--- src/rtl/subtractor_pkg.sv ---
// rtl/subtractor_pkg.sv - shared state encoding and default width for the serial subtractor
package subtractor_pkg;

  localparam int DEFAULT_WIDTH = 8;

  typedef enum logic [1:0] {
    IDLE = 2'd0,
    RUN  = 2'd1,
    DONE = 2'd2
  } state_e;

endpackage

--- src/rtl/serial_subtractor_if.sv ---
// rtl/serial_subtractor_if.sv - request/result bundle between a client and the serial subtractor
interface serial_subtractor_if
  import subtractor_pkg::*;
#(
  parameter int WIDTH = DEFAULT_WIDTH
);
  logic             start;
  logic [WIDTH-1:0] a_in;
  logic [WIDTH-1:0] b_in;
  logic             bin;
  logic             busy;
  logic             done;
  logic [WIDTH-1:0] diff;
  logic             bout;
  logic             ovf;

  modport master (
    output start, a_in, b_in, bin,
    input  busy, done, diff, bout, ovf
  );

  modport slave (
    input  start, a_in, b_in, bin,
    output busy, done, diff, bout, ovf
  );
endinterface

--- src/rtl/fullsubtractor.sv ---
// rtl/fullsubtractor.sv - one-bit full subtractor cell computing a - b - c
module fullsubtractor (
  input  logic a,
  input  logic b,
  input  logic c,
  output logic d,
  output logic bo
);
  assign d  = a ^ b ^ c;
  assign bo = (~a & b) | (~a & c) | (b & c);
endmodule

--- src/rtl/serial_subtractor.sv ---
// rtl/serial_subtractor.sv - bit-serial two's-complement subtractor, LSB first, one bit per clock
module serial_subtractor
  import subtractor_pkg::*;
#(
  parameter int WIDTH = DEFAULT_WIDTH
) (
  input  logic               clk,
  input  logic               rst_n,
  serial_subtractor_if.slave bus
);
  localparam int CW = $clog2(WIDTH);
  localparam logic [CW-1:0] LAST_BIT = CW'(WIDTH - 1);

  state_e           state_q, state_d;
  logic [WIDTH-1:0] a_sr_q, a_sr_d;
  logic [WIDTH-1:0] b_sr_q, b_sr_d;
  logic [WIDTH-1:0] diff_sr_q, diff_sr_d;
  logic [CW-1:0]    cnt_q, cnt_d;
  logic             brw_q, brw_d;
  logic             a_msb_q, a_msb_d;
  logic             b_msb_q, b_msb_d;
  logic [WIDTH-1:0] diff_q, diff_d;
  logic             bout_q, bout_d;
  logic             ovf_q, ovf_d;
  logic             cell_d, cell_bo;

  fullsubtractor u_cell (
    .a  (a_sr_q[0]),
    .b  (b_sr_q[0]),
    .c  (brw_q),
    .d  (cell_d),
    .bo (cell_bo)
  );

  always_comb begin
    state_d   = state_q;
    a_sr_d    = a_sr_q;
    b_sr_d    = b_sr_q;
    diff_sr_d = diff_sr_q;
    cnt_d     = cnt_q;
    brw_d     = brw_q;
    a_msb_d   = a_msb_q;
    b_msb_d   = b_msb_q;
    diff_d    = diff_q;
    bout_d    = bout_q;
    ovf_d     = ovf_q;
    case (state_q)
      IDLE: begin
        if (bus.start) begin
          a_sr_d  = bus.a_in;
          b_sr_d  = bus.b_in;
          brw_d   = bus.bin;
          a_msb_d = bus.a_in[WIDTH-1];
          b_msb_d = bus.b_in[WIDTH-1];
          cnt_d   = '0;
          state_d = RUN;
        end
      end
      RUN: begin
        diff_sr_d = {cell_d, diff_sr_q[WIDTH-1:1]};
        brw_d     = cell_bo;
        a_sr_d    = a_sr_q >> 1;
        b_sr_d    = b_sr_q >> 1;
        cnt_d     = cnt_q + CW'(1);
        // Results land only on the last bit so they stay stable through a later run
        if (cnt_q == LAST_BIT) begin
          diff_d  = {cell_d, diff_sr_q[WIDTH-1:1]};
          bout_d  = cell_bo;
          ovf_d   = (a_msb_q != b_msb_q) & (cell_d != a_msb_q);
          state_d = DONE;
        end
      end
      DONE:    state_d = IDLE;
      default: state_d = IDLE;
    endcase
  end

  always_ff @(posedge clk) begin
    if (!rst_n) begin
      state_q   <= IDLE;
      a_sr_q    <= '0;
      b_sr_q    <= '0;
      diff_sr_q <= '0;
      cnt_q     <= '0;
      brw_q     <= 1'b0;
      a_msb_q   <= 1'b0;
      b_msb_q   <= 1'b0;
      diff_q    <= '0;
      bout_q    <= 1'b0;
      ovf_q     <= 1'b0;
    end else begin
      state_q   <= state_d;
      a_sr_q    <= a_sr_d;
      b_sr_q    <= b_sr_d;
      diff_sr_q <= diff_sr_d;
      cnt_q     <= cnt_d;
      brw_q     <= brw_d;
      a_msb_q   <= a_msb_d;
      b_msb_q   <= b_msb_d;
      diff_q    <= diff_d;
      bout_q    <= bout_d;
      ovf_q     <= ovf_d;
    end
  end

  assign bus.busy = (state_q == RUN);
  assign bus.done = (state_q == DONE);
  assign bus.diff = diff_q;
  assign bus.bout = bout_q;
  assign bus.ovf  = ovf_q;
endmodule

--- src/flat_wrapper.sv ---
// flat-port wrapper written by rule: the top's interface ports become plain ports
module serial_subtractor_flat import subtractor_pkg::*;
#(
  parameter int WIDTH = DEFAULT_WIDTH
)
  (clk, rst_n, bus_start, bus_a_in, bus_b_in, bus_bin, bus_busy, bus_done, bus_diff, bus_bout, bus_ovf);
  serial_subtractor_if #(.WIDTH(WIDTH)) bus_i ();
  input  logic clk;
  input  logic rst_n;
  input wire logic [$bits(bus_i.start)-1:0] bus_start;
  input wire logic [$bits(bus_i.a_in)-1:0] bus_a_in;
  input wire logic [$bits(bus_i.b_in)-1:0] bus_b_in;
  input wire logic [$bits(bus_i.bin)-1:0] bus_bin;
  output wire logic [$bits(bus_i.busy)-1:0] bus_busy;
  output wire logic [$bits(bus_i.done)-1:0] bus_done;
  output wire logic [$bits(bus_i.diff)-1:0] bus_diff;
  output wire logic [$bits(bus_i.bout)-1:0] bus_bout;
  output wire logic [$bits(bus_i.ovf)-1:0] bus_ovf;
  assign bus_i.start = bus_start;
  assign bus_i.a_in = bus_a_in;
  assign bus_i.b_in = bus_b_in;
  assign bus_i.bin = bus_bin;
  assign bus_busy = bus_i.busy;
  assign bus_done = bus_i.done;
  assign bus_diff = bus_i.diff;
  assign bus_bout = bus_i.bout;
  assign bus_ovf = bus_i.ovf;
  serial_subtractor #(.WIDTH(WIDTH)) u_core (.clk(clk), .rst_n(rst_n), .bus(bus_i));
endmodule
--- config.mk ---
export PLATFORM = sky130hd
export DESIGN_NAME = serial_subtractor_flat
export DESIGN_NICKNAME = d
export VERILOG_FILES = /design/src/rtl/subtractor_pkg.sv /design/src/rtl/serial_subtractor_if.sv /design/src/rtl/fullsubtractor.sv /design/src/rtl/serial_subtractor.sv /design/src/flat_wrapper.sv
export SDC_FILE = /design/constraint.sdc
export NUM_CORES = 1
export LEC_CHECK = 0
export ABC_CLOCK_PERIOD_IN_PS = 1300
export BUFFER_PORTS_ARGS = -buffer_cell sky130_fd_sc_hd__buf_2
export CAP_MARGIN = 10
export CORE_UTILIZATION = 49
export DETAILED_ROUTE_END_ITERATION = 16
export PLACE_DENSITY = 0.82
export SKIP_CTS_REPAIR_TIMING = 1
export SYNTH_ARGS = -nofsm -noshare
export SYNTH_HDL_FRONTEND = slang
export SYNTH_SLANG_ARGS = --single-unit
--- constraint.sdc ---
create_clock -name clk -period 1.3 [get_ports clk]
set_input_delay 0 -clock clk [delete_from_list [all_inputs] [get_ports clk]]
set_output_delay 0 -clock clk [all_outputs]
set_load 0.01 [all_outputs]
Yosys cells after proc, flatten, opt, wreduce, memory -nomap -nowiden
Index checks and enable logic that the tools add are counted.
Storage, ports and cells
  register bits: 42
  logic and storage cells: 45
Operators by class
  reduce and logical (&&, ||, !) cells: 6
  equality and inequality tests: 7
  multiplexer cells: 11
  add/sub/neg operators: 1
  bitwise logic cells: 9
Operators with widths (count)
  $pmux 8 s2: 2
  $mux 8: 2
  $reduce_and 2->1: 4
  $pmux 3 s2: 1
  $and 1x1->1: 4
  $mux 2: 2
  $pmux 2 s2: 1
  $add 3x1->3 const B: 1
  $eq 3x3->1 const B: 1
  $mux 3: 1
  $eq 2x1->1 const B: 1
  $eq 2x2->1 const B: 1
  $logic_not 2->1: 1
  $ne 1x1->1: 2
  $ne 2x1->1 const B: 1
  $ne 2x2->1 const B: 1
  $or 1x1->1: 2
  $pmux 1 s2: 1
  $reduce_bool 2->1: 1
  $xor 1x1->1: 2
  $mux 1: 1
  $not 1->1: 1

Depth between registers and ports, before layout
  word-level depth: 5
  gate-level depth with buffers: 6
  depth with buffers taken out: 5

By module
From an unflattened synthesis, not the netlist that was laid out.
Second synthesis, totals
  cell total of the unflattened synthesis: 183
  area total of the unflattened synthesis: 1801.7 um2
By module, submodules not included
  serial_subtractor: area an instance 1774.2 um2, instances 1, cells each 180
  fullsubtractor: area an instance 27.5 um2, instances 1, cells each 3

Worst setup path after synthesis
OpenSTA, ideal clock, no wires.
  path kind: reg2reg
  from: reg u_core.cnt_q[0]
  to: reg u_core.diff_q[7], in the netlist u_core.bus.diff[7]
  cell stages (with the launch flop): 6
  period minus slack after synthesis: 1.338 ns
  setup time: 0.116 ns
  path slack: -0.038 ns
  data arrival time: 1.222 ns
  path buffers: 1
  data required time: 1.184 ns
  cells stage by stage: dfxtp_1 > ha_1 > ha_1 > and3b_2 > buf_6 > o211a_1
Between the ends
  longest elaborated chain between the ends: 2
Ends and longest elaborated chain
  start, declared: RTL line serial_subtractor.sv:18  | logic [CW-1:0] cnt_q, cnt_d;
  start signal, assigned: RTL line serial_subtractor.sv:96  | cnt_q <= cnt_d;
  $eq 3x3->1: RTL line serial_subtractor.sv:66  | if (cnt_q == LAST_BIT) begin
  $reduce_and 2->1 (no source line)
  end signal, assigned: RTL line serial_subtractor.sv:100  | diff_q <= diff_d;
  end, declared: RTL line serial_subtractor.sv:22  | logic [WIDTH-1:0] diff_q, diff_d;
No other way between the ends.
A chain may end at the register's enable or synchronous reset.

Final worst setup path
  from: reg u_core.brw_q
  to: reg u_core.ovf_q, in the netlist u_core.bus.ovf
Between the ends
  longest elaborated chain between the ends: 3
Ends and longest elaborated chain
  start, declared: RTL line serial_subtractor.sv:19  | logic brw_q, brw_d;
  start signal, assigned: RTL line serial_subtractor.sv:97  | brw_q <= brw_d;
  $xor 1x1->1: RTL line fullsubtractor.sv:9  | assign d = a ^ b ^ c;
  $ne 1x1->1: RTL line serial_subtractor.sv:69  | ovf_d = (a_msb_q != b_msb_q) & (cell_d != a_msb_q);
  $and 1x1->1: RTL line serial_subtractor.sv:69
  end signal, assigned: RTL line serial_subtractor.sv:102  | ovf_q <= ovf_d;
  end, declared: RTL line serial_subtractor.sv:24  | logic ovf_q, ovf_d;
No other way between the ends.

==> impl_metrics.ini <==
[status]
status = finished, violations left
violations = negative hold slack

[detailed_routing]
wl_um = 3610
route.detailed.drc = 0
wl_per_cell_um = 13.5
drt.antenna.violating_nets = 0
dr.pass1.iters = 4
via_per_inst = 5.29
vias = 1413
drt_iter0_markers = 121

[sta]
rsz0062_at_grt = yes
slew_viol_final = 0
slew_headroom_pct = 77.9
hold-worst-slack_ns = -0.0224
layout_min_cycle_time_ns = 1.28
worst_pin_slew_ns = 0.331
period_share_pct = 98.6
hold_viol_final = 2
fmax_mhz = 780
finalSetupViolCount = 0
fin_skew_ns = 0.00853

[placement]
place_congestion = 0.736
io_buffers = 31
dp.final_hpwl_um = 2240
dp_cells = 254

[setup_path]
startpoint_type = flip-flop
path_max_fanout = 4
worstPathRequired_ns = 1.49
cp.arrival_ns = 1.47
cp-end-kind = flip-flop
worstSetupPathType = reg2reg
r2r_slack_ns = 0.02

[clock_network]
tritoncts = done
cts_buffer_depth = 2
clock_sinks = 41
cts-buffers-inserted = 5
clk_latency_ns = 0.30
htreeDepth = 2
path_clk_slew_ns = 0.08
cts_root_buffer = clkbuf_8

[pwr]
p_leak_nw = 1.10
power.density_mw_per_mm2 = 1310
ir_drop_uv = 634

[grt]
grtUsageTotal_pct = 19.2
overflow = 0
grt_max_degree = 42
antenna_found_initial = 0
grt_pass1_wl_um = 5930
grt_pass1_vias = 1321

[floorplanning]
ios = 32
start_util_pct = 52.7
rows = 21
die_area_mm2 = 0.00398
core_area_mm2 = 0.00347
fp.dieW_um = 63.1
die_h_um = 63.1

[layout]
finalNonFillerCells = 267
drive_gt1_share_pct = 29.9
fin_util_pct = 63.9
area_delta_synth_final_pct = 21.1
antennaDiodeCount = 0
nets = 243

[synthesis]
synth_warnings = 0
synth.avg_cell_area_um2 = 9.94
syn-instance-count = 184
netlist_area_mm2 = 0.00183
ys_seq_area_share_pct = 44.9
synth_seq_cells = 41
syn_nets = 207
synth.distinct_cells = 30

[job]
drv_cap = 0

[min_path]
hold_class = in2reg
==> placed cells by master, fill, tap and decap left out, types with 2 or more instances in the layout <==
master	count
nor2b_1	3
nor2_1	2
o21ai_0	2
mux2i_1	16
and3b_2	2
clkbuf_8	5
a21oi_1	2
ha_4	2
a21boi_1	18
a22oi_1	2
buf_4	6
nand2b_1	2
dfxtp_1	35
buf_2	31
dfxtp_2	6
o211a_1	17
nand2_1	49
buf_12	2
bufinv_16	2
==> worst paths after layout <==
kind / end / startpoint / cells after the start
setup / recovery: u_core.bus.ovf / u_core.brw_q / 4
hold / removal: u_core.a_sr_q[7] / bus_a_in[7] / 3
setup reg to reg: u_core.bus.ovf / u_core.brw_q / 4
hold reg to reg: u_core.bus.diff[6] / u_core.bus.diff[6] / 2
==> where the power goes <==
part	internal, W	switching, W	total [W]
Combinational	0.000169	0.000157	0.000326
Clock	0.000763	0.000445	0.00121
Sequential	0.00132	0.0000411	0.00136
Total	0.00225	0.000643	0.00289
==> cells by family (layout without fill, tap and decap cells) <==
kind of cell    Yosys count  after routing  synth area share [%]
simple gates             64             65                  16.3
mux                      16             16                  8.75
fa+ha+maj                 3              3                  2.46
compound gates           44             45                  20.4
flops                    41             41                  44.9
buf+inv                  16             51                  7.25
==> per-layer routing <==
metal	GRT usage, %	vias up	part of all wire, %
met5	0	-	0
met3	4.35	9	5.1
li1	-	706	-
met1	25.4	658	48
met4	9.59	0	1.9
met2	29.2	40	45
==> final cells by class <==
type	instances	area (um^2)
fillers	315	1250
well taps	46	57.6
multi-input cells	129	932
repair buffers	40	250
clock buffers	5	68.8
clock inverters	3	65.1
flip-flops and latches	41	828
inverters	3	13.8
==> synthesized netlist by cell type, drive strengths merged <==
master	instances	area, um^2
o211a	17	170
and3	1	6.26
and2	1	6.26
and3b	1	10.0
mux2i	16	160
buf	10	110
fa	1	20.0
a22oi	2	15.0
clkbuf	3	11.3
o21bai	1	11.3
nand2	49	184
nor3b	2	20.0
nor2	2	7.51
a21boi	18	135
inv	3	11.3
nand3b	2	18.8
a21oi	2	10.0
ha	2	25.0
nand2b	3	26.3
o21ai	3	15.0
o21ba	1	16.3
nor2b	3	18.8
dfxtp	41	821
==> worst max-delay path, stage by stage, from the launching register on <==
cell and delay (ns):
dfxtp_2 0.34, fa_2 0.60, nor2_1 0.05, a21oi_1 0.12
a21oi_1 0.08
==> registers in the layout, indices dropped and copies added (netlist names), 2 cells and up <==
signal and count:
u_core.a_sr_q 8, u_core.b_sr_q 8, u_core.bus.diff 8, u_core.diff_sr_q 7, u_core.cnt_q 3, u_core.state_q 2
==> through the flow <==
step	worst slack [ns]	total power (W)	setup TNS, ns	area, um^2
finish	0.0187	0.00289	0	2220
detailed placement	-0.0366	0.00168	-0.0653	2010
CTS	-0.0448	0.00287	-0.153	2140
floorplan	0.00353	0.00161	0	1840
global route	-0.0119	0.00300	-0.0119	2220
global placement	-0.00537	0.00167	-0.00537	2010
Note: power is estimated with default switching activity, not from simulation.
